File: src/rtl/vanilla_sb_clear_emulator.sv
`default_nettype none
// ============================================================================
// Module   : vanilla_sb_clear_emulator
// Desc     : Responder model for the vanilla core scoreboard clear path.
//            Accepts issued long-latency ops (rd + latency) into independent
//            int/float in-order queues and emits one-cycle scoreboard clear
//            pulses once each entry's latency has elapsed. Tracks per-register
//            pending masks and a sticky duplicate-issue error flag.
//            Optional macro VANILLA_SB_CLEAR_JITTER_EN adds LFSR-based
//            latency jitter (0..7 extra cycles) to model network variation.
// Revision : 1.0 - initial release
// ============================================================================
module vanilla_sb_clear_emulator #(
    parameter int ELS_P            = 8,
    parameter int LAT_WIDTH_P      = 8,
    parameter int REG_ADDR_WIDTH_P = 5,
    parameter int REG_ELS_P        = 32
) (
    input  logic                        clk_i,
    input  logic                        reset_i,
    input  logic                        v_i,
    input  logic                        float_i,
    input  logic [REG_ADDR_WIDTH_P-1:0] rd_i,
    input  logic [LAT_WIDTH_P-1:0]      lat_i,
    output logic                        ready_o,
    output logic                        int_sb_clear_o,
    output logic [REG_ADDR_WIDTH_P-1:0] int_sb_clear_id_o,
    output logic                        float_sb_clear_o,
    output logic [REG_ADDR_WIDTH_P-1:0] float_sb_clear_id_o,
    output logic [REG_ELS_P-1:0]        int_pending_o,
    output logic [REG_ELS_P-1:0]        float_pending_o,
    output logic                        dup_err_o
);

    localparam int                     c_ptr_w   = $clog2(ELS_P);
    localparam logic [c_ptr_w:0]       c_ptr_one = 1;
    localparam logic [LAT_WIDTH_P-1:0] c_lat_one = 1;

    // Per-queue status; index 0 = int queue, index 1 = float queue.
    logic [1:0]                  w_full_q;
    logic [1:0]                  w_clear_q;
    logic [1:0]                  w_dup_q;
    logic [REG_ADDR_WIDTH_P-1:0] w_clear_id_q [2];
    logic [REG_ELS_P-1:0]        w_pending_q  [2];

    logic                   w_accept;
    logic [LAT_WIDTH_P-1:0] w_lat;
    logic [LAT_WIDTH_P-1:0] w_load;
    logic                   r_dup;

    // No bypass: a retire in the same cycle does not free the slot.
    assign ready_o  = float_i ? !w_full_q[1] : !w_full_q[0];
    assign w_accept = v_i && ready_o;

`ifdef VANILLA_SB_CLEAR_JITTER_EN
    logic [15:0]          r_lfsr;
    logic [LAT_WIDTH_P:0] w_lat_sum;

    // Free-running Fibonacci LFSR (taps 16,14,13,11) supplying latency jitter.
    always_ff @(posedge clk_i) begin
        if (reset_i) begin
            r_lfsr <= 16'hACE1;
        end else begin
            r_lfsr <= {r_lfsr[14:0], r_lfsr[15] ^ r_lfsr[13] ^ r_lfsr[12] ^ r_lfsr[10]};
        end
    end

    // Effective latency: lat_i plus jitter, saturated to the counter range, floored at 1.
    always_comb begin
        w_lat_sum = {1'b0, lat_i} + {{(LAT_WIDTH_P-2){1'b0}}, r_lfsr[2:0]};
        if (w_lat_sum[LAT_WIDTH_P]) begin
            w_lat = '1;
        end else if (w_lat_sum[LAT_WIDTH_P-1:0] == '0) begin
            w_lat = c_lat_one;
        end else begin
            w_lat = w_lat_sum[LAT_WIDTH_P-1:0];
        end
    end
`else
    // Effective latency: lat_i floored at 1.
    always_comb begin
        w_lat = (lat_i == '0) ? c_lat_one : lat_i;
    end
`endif

    // Counter holds "cycles remaining minus one" after the accept edge, so an
    // entry accepted at edge T reaches zero (and clears) in cycle T+lat.
    assign w_load = w_lat - c_lat_one;

    for (genvar q = 0; q < 2; q++) begin : g_queue
        logic [REG_ADDR_WIDTH_P-1:0] r_rd  [ELS_P];
        logic [LAT_WIDTH_P-1:0]      r_cnt [ELS_P];
        logic [c_ptr_w:0]            r_wptr;
        logic [c_ptr_w:0]            r_rptr;
        logic [REG_ELS_P-1:0]        r_pend;
        logic [REG_ELS_P-1:0]        w_clr_mask;
        logic [REG_ELS_P-1:0]        w_set_mask;
        logic                        w_empty;
        logic                        w_enq;
        logic                        w_clear;
        logic [REG_ADDR_WIDTH_P-1:0] w_clear_id;

        assign w_empty = (r_wptr == r_rptr);
        assign w_enq   = w_accept && (float_i == 1'(q));

        // Head retires when its counter has expired; suppressed in the reset cycle.
        assign w_clear    = !w_empty && !reset_i && (r_cnt[r_rptr[c_ptr_w-1:0]] == '0);
        assign w_clear_id = w_clear ? r_rd[r_rptr[c_ptr_w-1:0]] : '0;

        assign w_full_q[q]     = (r_wptr[c_ptr_w] != r_rptr[c_ptr_w]) &&
                                 (r_wptr[c_ptr_w-1:0] == r_rptr[c_ptr_w-1:0]);
        assign w_clear_q[q]    = w_clear;
        assign w_clear_id_q[q] = w_clear_id;
        assign w_pending_q[q]  = r_pend;

        // Queue storage: load on enqueue, otherwise count every counter down to zero.
        always_ff @(posedge clk_i) begin
            if (reset_i) begin
                r_wptr <= '0;
                r_rptr <= '0;
                for (int i = 0; i < ELS_P; i++) begin
                    r_cnt[i] <= '0;
                    r_rd[i]  <= '0;
                end
            end else begin
                for (int i = 0; i < ELS_P; i++) begin
                    if (w_enq && (r_wptr[c_ptr_w-1:0] == c_ptr_w'(i))) begin
                        r_cnt[i] <= w_load;
                        r_rd[i]  <= rd_i;
                    end else if (r_cnt[i] != '0) begin
                        r_cnt[i] <= r_cnt[i] - c_lat_one;
                    end
                end
                if (w_enq) begin
                    r_wptr <= r_wptr + c_ptr_one;
                end
                if (w_clear) begin
                    r_rptr <= r_rptr + c_ptr_one;
                end
            end
        end

        // One-hot clear and set masks for this cycle's retire and accept.
        always_comb begin
            w_clr_mask = '0;
            w_set_mask = '0;
            if (w_clear) begin
                w_clr_mask[w_clear_id] = 1'b1;
            end
            if (w_enq) begin
                w_set_mask[rd_i] = 1'b1;
            end
        end

        // Pending mask: clear applied before set so a same-cycle re-issue stays pending.
        always_ff @(posedge clk_i) begin
            if (reset_i) begin
                r_pend <= '0;
            end else begin
                r_pend <= (r_pend & ~w_clr_mask) | w_set_mask;
            end
        end

        assign w_dup_q[q] = w_enq && r_pend[rd_i] && !w_clr_mask[rd_i];
    end

    // Sticky duplicate-issue flag, cleared only by reset.
    always_ff @(posedge clk_i) begin
        if (reset_i) begin
            r_dup <= 1'b0;
        end else if (|w_dup_q) begin
            r_dup <= 1'b1;
        end
    end

    assign int_sb_clear_o      = w_clear_q[0];
    assign int_sb_clear_id_o   = w_clear_id_q[0];
    assign float_sb_clear_o    = w_clear_q[1];
    assign float_sb_clear_id_o = w_clear_id_q[1];
    assign int_pending_o       = w_pending_q[0];
    assign float_pending_o     = w_pending_q[1];
    assign dup_err_o           = r_dup;

endmodule
`default_nettype wire

File: config.mk
export PLATFORM = sky130hd
export DESIGN_NAME = vanilla_sb_clear_emulator
export DESIGN_NICKNAME = d
export VERILOG_FILES = /design/src/rtl/vanilla_sb_clear_emulator.sv
export SDC_FILE = /design/constraint.sdc
export NUM_CORES = 1
export LEC_CHECK = 0
export BUFFER_PORTS_ARGS = -buffer_cell sky130_fd_sc_hd__buf_4
export CAP_MARGIN = 10
export CORE_MARGIN = 5
export CORE_UTILIZATION = 40
export CTS_CLUSTER_SIZE = 12
export DETAILED_ROUTE_END_ITERATION = 10
export GPL_TIMING_DRIVEN = 0
export HOLD_SLACK_MARGIN = 0.06
export SLEW_MARGIN = 20
export SYNTH_ARGS = -nofsm -noshare
export SYNTH_HDL_FRONTEND = slang
export SYNTH_SLANG_ARGS = --single-unit
File: constraint.sdc
create_clock -name clk_i -period 2.9 [get_ports clk_i]
set_clock_uncertainty 0.05 [all_clocks]
set_input_delay 0.145 -clock clk_i [delete_from_list [all_inputs] [get_ports clk_i]]
set_output_delay 0.145 -clock clk_i [all_outputs]
set_load 0.02 [all_outputs]
# Yosys cells after proc, flatten, opt, wreduce, memory -nomap -nowiden
# Memory sizes are Yosys's and may differ from the RTL's. A register that Yosys moved wholly into a read port is not among the register bits.
# Cells that the tools add are included.
# Widths: inputs -> output; s select.
# word_totals
reg_bits	81
ramBits	208
input_bits	17
output_inout_bits	78
elab_cells	366
memories	4
# classes
n_addsub	21
order_cmp	6
eq_ne	20
n_mux	192
n_bitwise	55
reduce_logical	61
# mem_list
memory	depth	word_bits	rd	rd_ports_with_merged_regs	write_ports	line	source
g_queue[0].r_cnt	8	8	9	1	8	92	logic [LAT_WIDTH_P-1:0] r_cnt [ELS_P];
g_queue[1].r_cnt	8	8	9	1	8	92	
g_queue[0].r_rd	8	5	1	1	8	91	logic [REG_ADDR_WIDTH_P-1:0] r_rd [ELS_P];
g_queue[1].r_rd	8	5	1	1	8	91	
# ops
cell	count
$mux 8	33
$sub 8x1->8 const B	17
$mux 32	4
$reduce_bool 8->1	16
$mux 1	122
$mux 5	18
$and 32x32->32	2
$not 32->32	2
$or 32x32->32	2
$or 1x1->1	48
$logic_and 1x1->1	32
$eq 3x3->1 const B	8
$logic_not 8->1	3
$mux 3	8
$bmux 1 s5	4
$lt 5x6->1 const B	3
$add 4x1->4 const B	4
$demux 1 s5	3
$ge 5x1->1 const B	3
$eq 3x2->1 const B	4
$eq 4x4->1	2
$logic_not 1->1	7
$eq 3x1->1 const B	2
$eq 3x3->1	2
4 further kinds	6

# Longest topological paths before layout
# depth
word_depth	15
mapped_depth	12
mapped_depth_nobuf	10

# Worst setup path before layout
# No wires, ideal clock.
# synth_path
path_kind	input to register
from	input lat_i[2]
to	memory g_queue[1].r_cnt[7][4] (data pin)
setup_time_ns	0.266
arrival_ns	2.694
required_ns	2.584
slack_ns	-0.110
path_stages	12
path_buffers	2
path_cell_list	or4_1 -> o41ai_1 -> clkbuf_1 -> inv_1 -> ha_1 -> inv_1 -> or3_1 -> xor2_1 -> clkbuf_1 -> nor2_1 -> a21oi_1 -> nor2_1
# synth_rtl
element	line	source
start: declaration	24	input logic [LAT_WIDTH_P-1:0] lat_i,
end: declaration	92	

==> impl_metrics.json <==
{
  "grt_pass1_vias": 12400,
  "worstSetupStartpointType": "flop",
  "path_cells": "or4_4, or4b_4, a41o_4, a211o_4, nor2b_4, buf_6",
  "end_kind": "primary output",
  "fin_ws_ps": -158,
  "fin_nets": 1737,
  "avgSynthCellArea_um2": 10.4,
  "power_switching_mw": 4.93,
  "initial_core_util": 0.406,
  "viasPerCell": 5.76,
  "antenna_found_initial": 0,
  "finalHoldViolCount": 0,
  "fillCellCount": 3514,
  "critical_path_required_ps": 2710,
  "min_path_type": "input pin to flop",
  "drive_above_1_share": 0.206,
  "seq_area_um2": 7990,
  "dieHeight_um": 209,
  "cts_made_buffers": 34,
  "grt_usage": 0.202,
  "ant_nets": 0,
  "io_buffers": 92,
  "ctsLongestPathBuffers": 3,
  "die_x_um": 209,
  "arrival_ps": 2860,
  "clk-insertion-delay-late_ps": 520,
  "grt_max_degree": 13,
  "wire_per_inst_um": 20.8,
  "rsz0062_at_grt": "true",
  "sw_frac_of_total": 0.332,
  "htreeDepth": 2,
  "finalWeightedCongestion": 0.886,
  "holdWs_ps": 124,
  "cap_violations": 0,
  "cts_sinks": 295,
  "place_area_um2": 17100,
  "fin_crit_sh": 1.05,
  "peakVddDrop_mv": 0.346,
  "fmax_mhz": 327,
  "violations": "setup timing",
  "die_area_um2": 43500,
  "outcome": "finished, violations left",
  "fin_area_um2": 19200,
  "vias": 12700,
  "synthTopCellsByArea": "edfxtp_1 (40%), dfxtp_1 (11%), mux4_2 (4.7%)",
  "io_pins": 95,
  "finalMaxSlewViolations": 0,
  "slew_headroom": 0.283,
  "slowest_stage": "or4_4",
  "multi_input_area_um2": 7820,
  "ys_types": 74,
  "intPower_mw": 9.92,
  "netlist_instances": 1512,
  "grt_overflow": 0,
  "async_reset_ff_frac": 0,
  "fin_cells": 2213,
  "critical_path.max_stage_delay_ps": 560,
  "core_area_um2": 38800,
  "cts_root_buf": "clkbuf_16",
  "path_clk_slew_ps": 60,
  "drc": 0,
  "fp-row-count": 72,
  "leakage_nw": 6.89,
  "synth_area_um2": 15800,
  "crit_type": "flop to primary output",
  "p_total_mw": 14.8,
  "yosys_warnings": 0,
  "antennaDiodeCount": 0,
  "power.density_nw_per_um2": 775,
  "fin_util": 0.494,
  "syn_nets": 1576,
  "place_ws_ps": -1860,
  "dp.cells": 2122,
  "synth.top_cell.area_share": 0.396,
  "final.min_clock_period_ps": 3060,
  "drt_wl_total_um": 46100,
  "synth_seq_area_share": 0.506,
  "tritoncts": "built",
  "worst_pin_slew_ps": 1070,
  "synth_seq_cells": 295,
  "dr.pass1.iters": 7,
  "first_iter_violations": 1004,
  "area_growth_pct": 21.5,
  "fin_setup_tns_ps": -1010,
  "synth_edf_count": 208,
  "combPwrFrac": 0.304,
  "yosysTopAreaCell": "edfxtp_1",
  "hpwl_um": 32700,
  "synth_ff_type": "edfxtp_1",
  "setup_viol": 11,
  "p_seq_frac": 0.426,
  "grt_first_pass_wirelength_um": 70700,
  "clkPwrFrac": 0.270,
  "crit_fanout": 6
}
layout by cell type (no fill, tap or decap), types with 35 or more instances in the layout:
cell type / netlist / routed
edfxtp_1: 208 / 208
nor2_1: 156 / 144
nand2_1: 123 / 123
buf_4: 1 / 119
o22ai_1: 95 / 95
a21oi_1: 101 / 94
dfxtp_1: 87 / 87
xnor2_1: 83 / 78
inv_1: 72 / 70
clkbuf_1: 63 / 58
ha_1: 47 / 47
o21ai_0: 57 / 42
nand3_1: 41 / 39
clkbuf_16: 0 / 35
synth_stat cells, drive strengths merged (42+ instances only):
| cell | count |
|---|---|
| o21ai | 59 |
| a21oi | 101 |
| edfxtp | 208 |
| inv | 72 |
| o22ai | 95 |
| xnor2 | 83 |
| nand2 | 123 |
| nor2 | 156 |
| dfxtp | 87 |
| clkbuf | 67 |
| nand3 | 42 |
| ha | 47 |
logic make-up (layout without fill, tap and decap cells):
| group | after synthesis | after routing | synth area share |
|---|---|---|---|
| simple gates | 518 | 518 | 0.160 |
| compound gates | 322 | 322 | 0.124 |
| flops | 295 | 295 | 0.506 |
| buf+inv | 154 | 337 | 0.0415 |
| xor+xnor | 121 | 121 | 0.0672 |
| mux | 55 | 55 | 0.0644 |
| fa+ha+maj | 47 | 47 | 0.0373 |
critical path, delay by kind of cell, from the launching register on:
family | cells | cell delay (ps)
buffers and inverters | 1 | 120
flip-flops | 1 | 390
AO/OA/AOI/OAI | 2 | 610
AND/OR/NAND/NOR | 3 | 1220
state kept, by name, summed over array words and instances (netlist names), named ones only:
| signal | flops |
|---|---|
| g_queue.r_rptr | 8 |
| int_pending_o | 32 |
| dup_err_o | 1 |
| g_queue.r_cnt | 128 |
| g_queue.r_rd | 80 |
| g_queue.r_wptr | 8 |
| float_pending_o | 32 |
layer usage:
layer,vias up,wire length [um],track usage
met2,450,21200,0.324
met4,0,1590,0.0650
met5,-,0,0
met1,6303,20300,0.283
li1,5888,-,-
met3,103,2960,0.0310
power groups by stage:
| stage | Combinational [mW] | Clock (mW) | Sequential [mW] |
|---|---|---|---|
| 6_report | 4.51 | 4.01 | 6.32 |
| 5_1_grt | 4.97 | 4.26 | 6.41 |
| 4_1_cts | 4.31 | 4.08 | 6.28 |
| 3_5_place_dp | 4.01 | 0 | 6.31 |
| 3_3_place_gp | 3.92 | 0 | 6.27 |
| 2_1_floorplan | 3.19 | 0 | 6.13 |
layout make-up:
class / instances / area share
well taps: 518 / 0.0338
multi-input cells: 1063 / 0.408
inverters: 74 / 0.0149
clock buffers: 46 / 0.0499
flip-flops and latches: 295 / 0.417
repair buffers: 128 / 0.0520
clock inverters: 12 / 0.00294
plain buffers: 77 / 0.0214
final timing paths:
| kind | depth (start not counted) | to | from | slack, ps |
|---|---|---|---|---|
| setup / recovery | 6 | float_sb_clear_id_o[4] | g_queue[1].r_cnt[6][4]$_SDFFCE_PP0P_ | -160 |
| hold / removal | 2 | g_queue[0].r_rd[3][1]$_SDFFCE_PN0P_ | reset_i | 120 |
| setup reg to reg | 7 | float_pending_o[7]$_SDFF_PP0_ | g_queue[1].r_cnt[6][4]$_SDFFCE_PP0P_ | -60 |
| hold reg to reg | 2 | float_pending_o[15]$_SDFF_PP0_ | float_pending_o[15]$_SDFF_PP0_ | 430 |
what timing repair did:
| action | in CTS | in global routing |
|---|---|---|
| endpoints found under the hold margin | 8 | 0 |
| gates cloned | 0 | 0 |
| endpoints found under the setup margin | 233 | 152 |
| pin swaps | 19 | 22 |
| hold buffers | 1 | 0 |
| gates resized for setup | 98 | 72 |
| buffers inserted | 20 | 15 |
(Power assumes the default switching activity.)
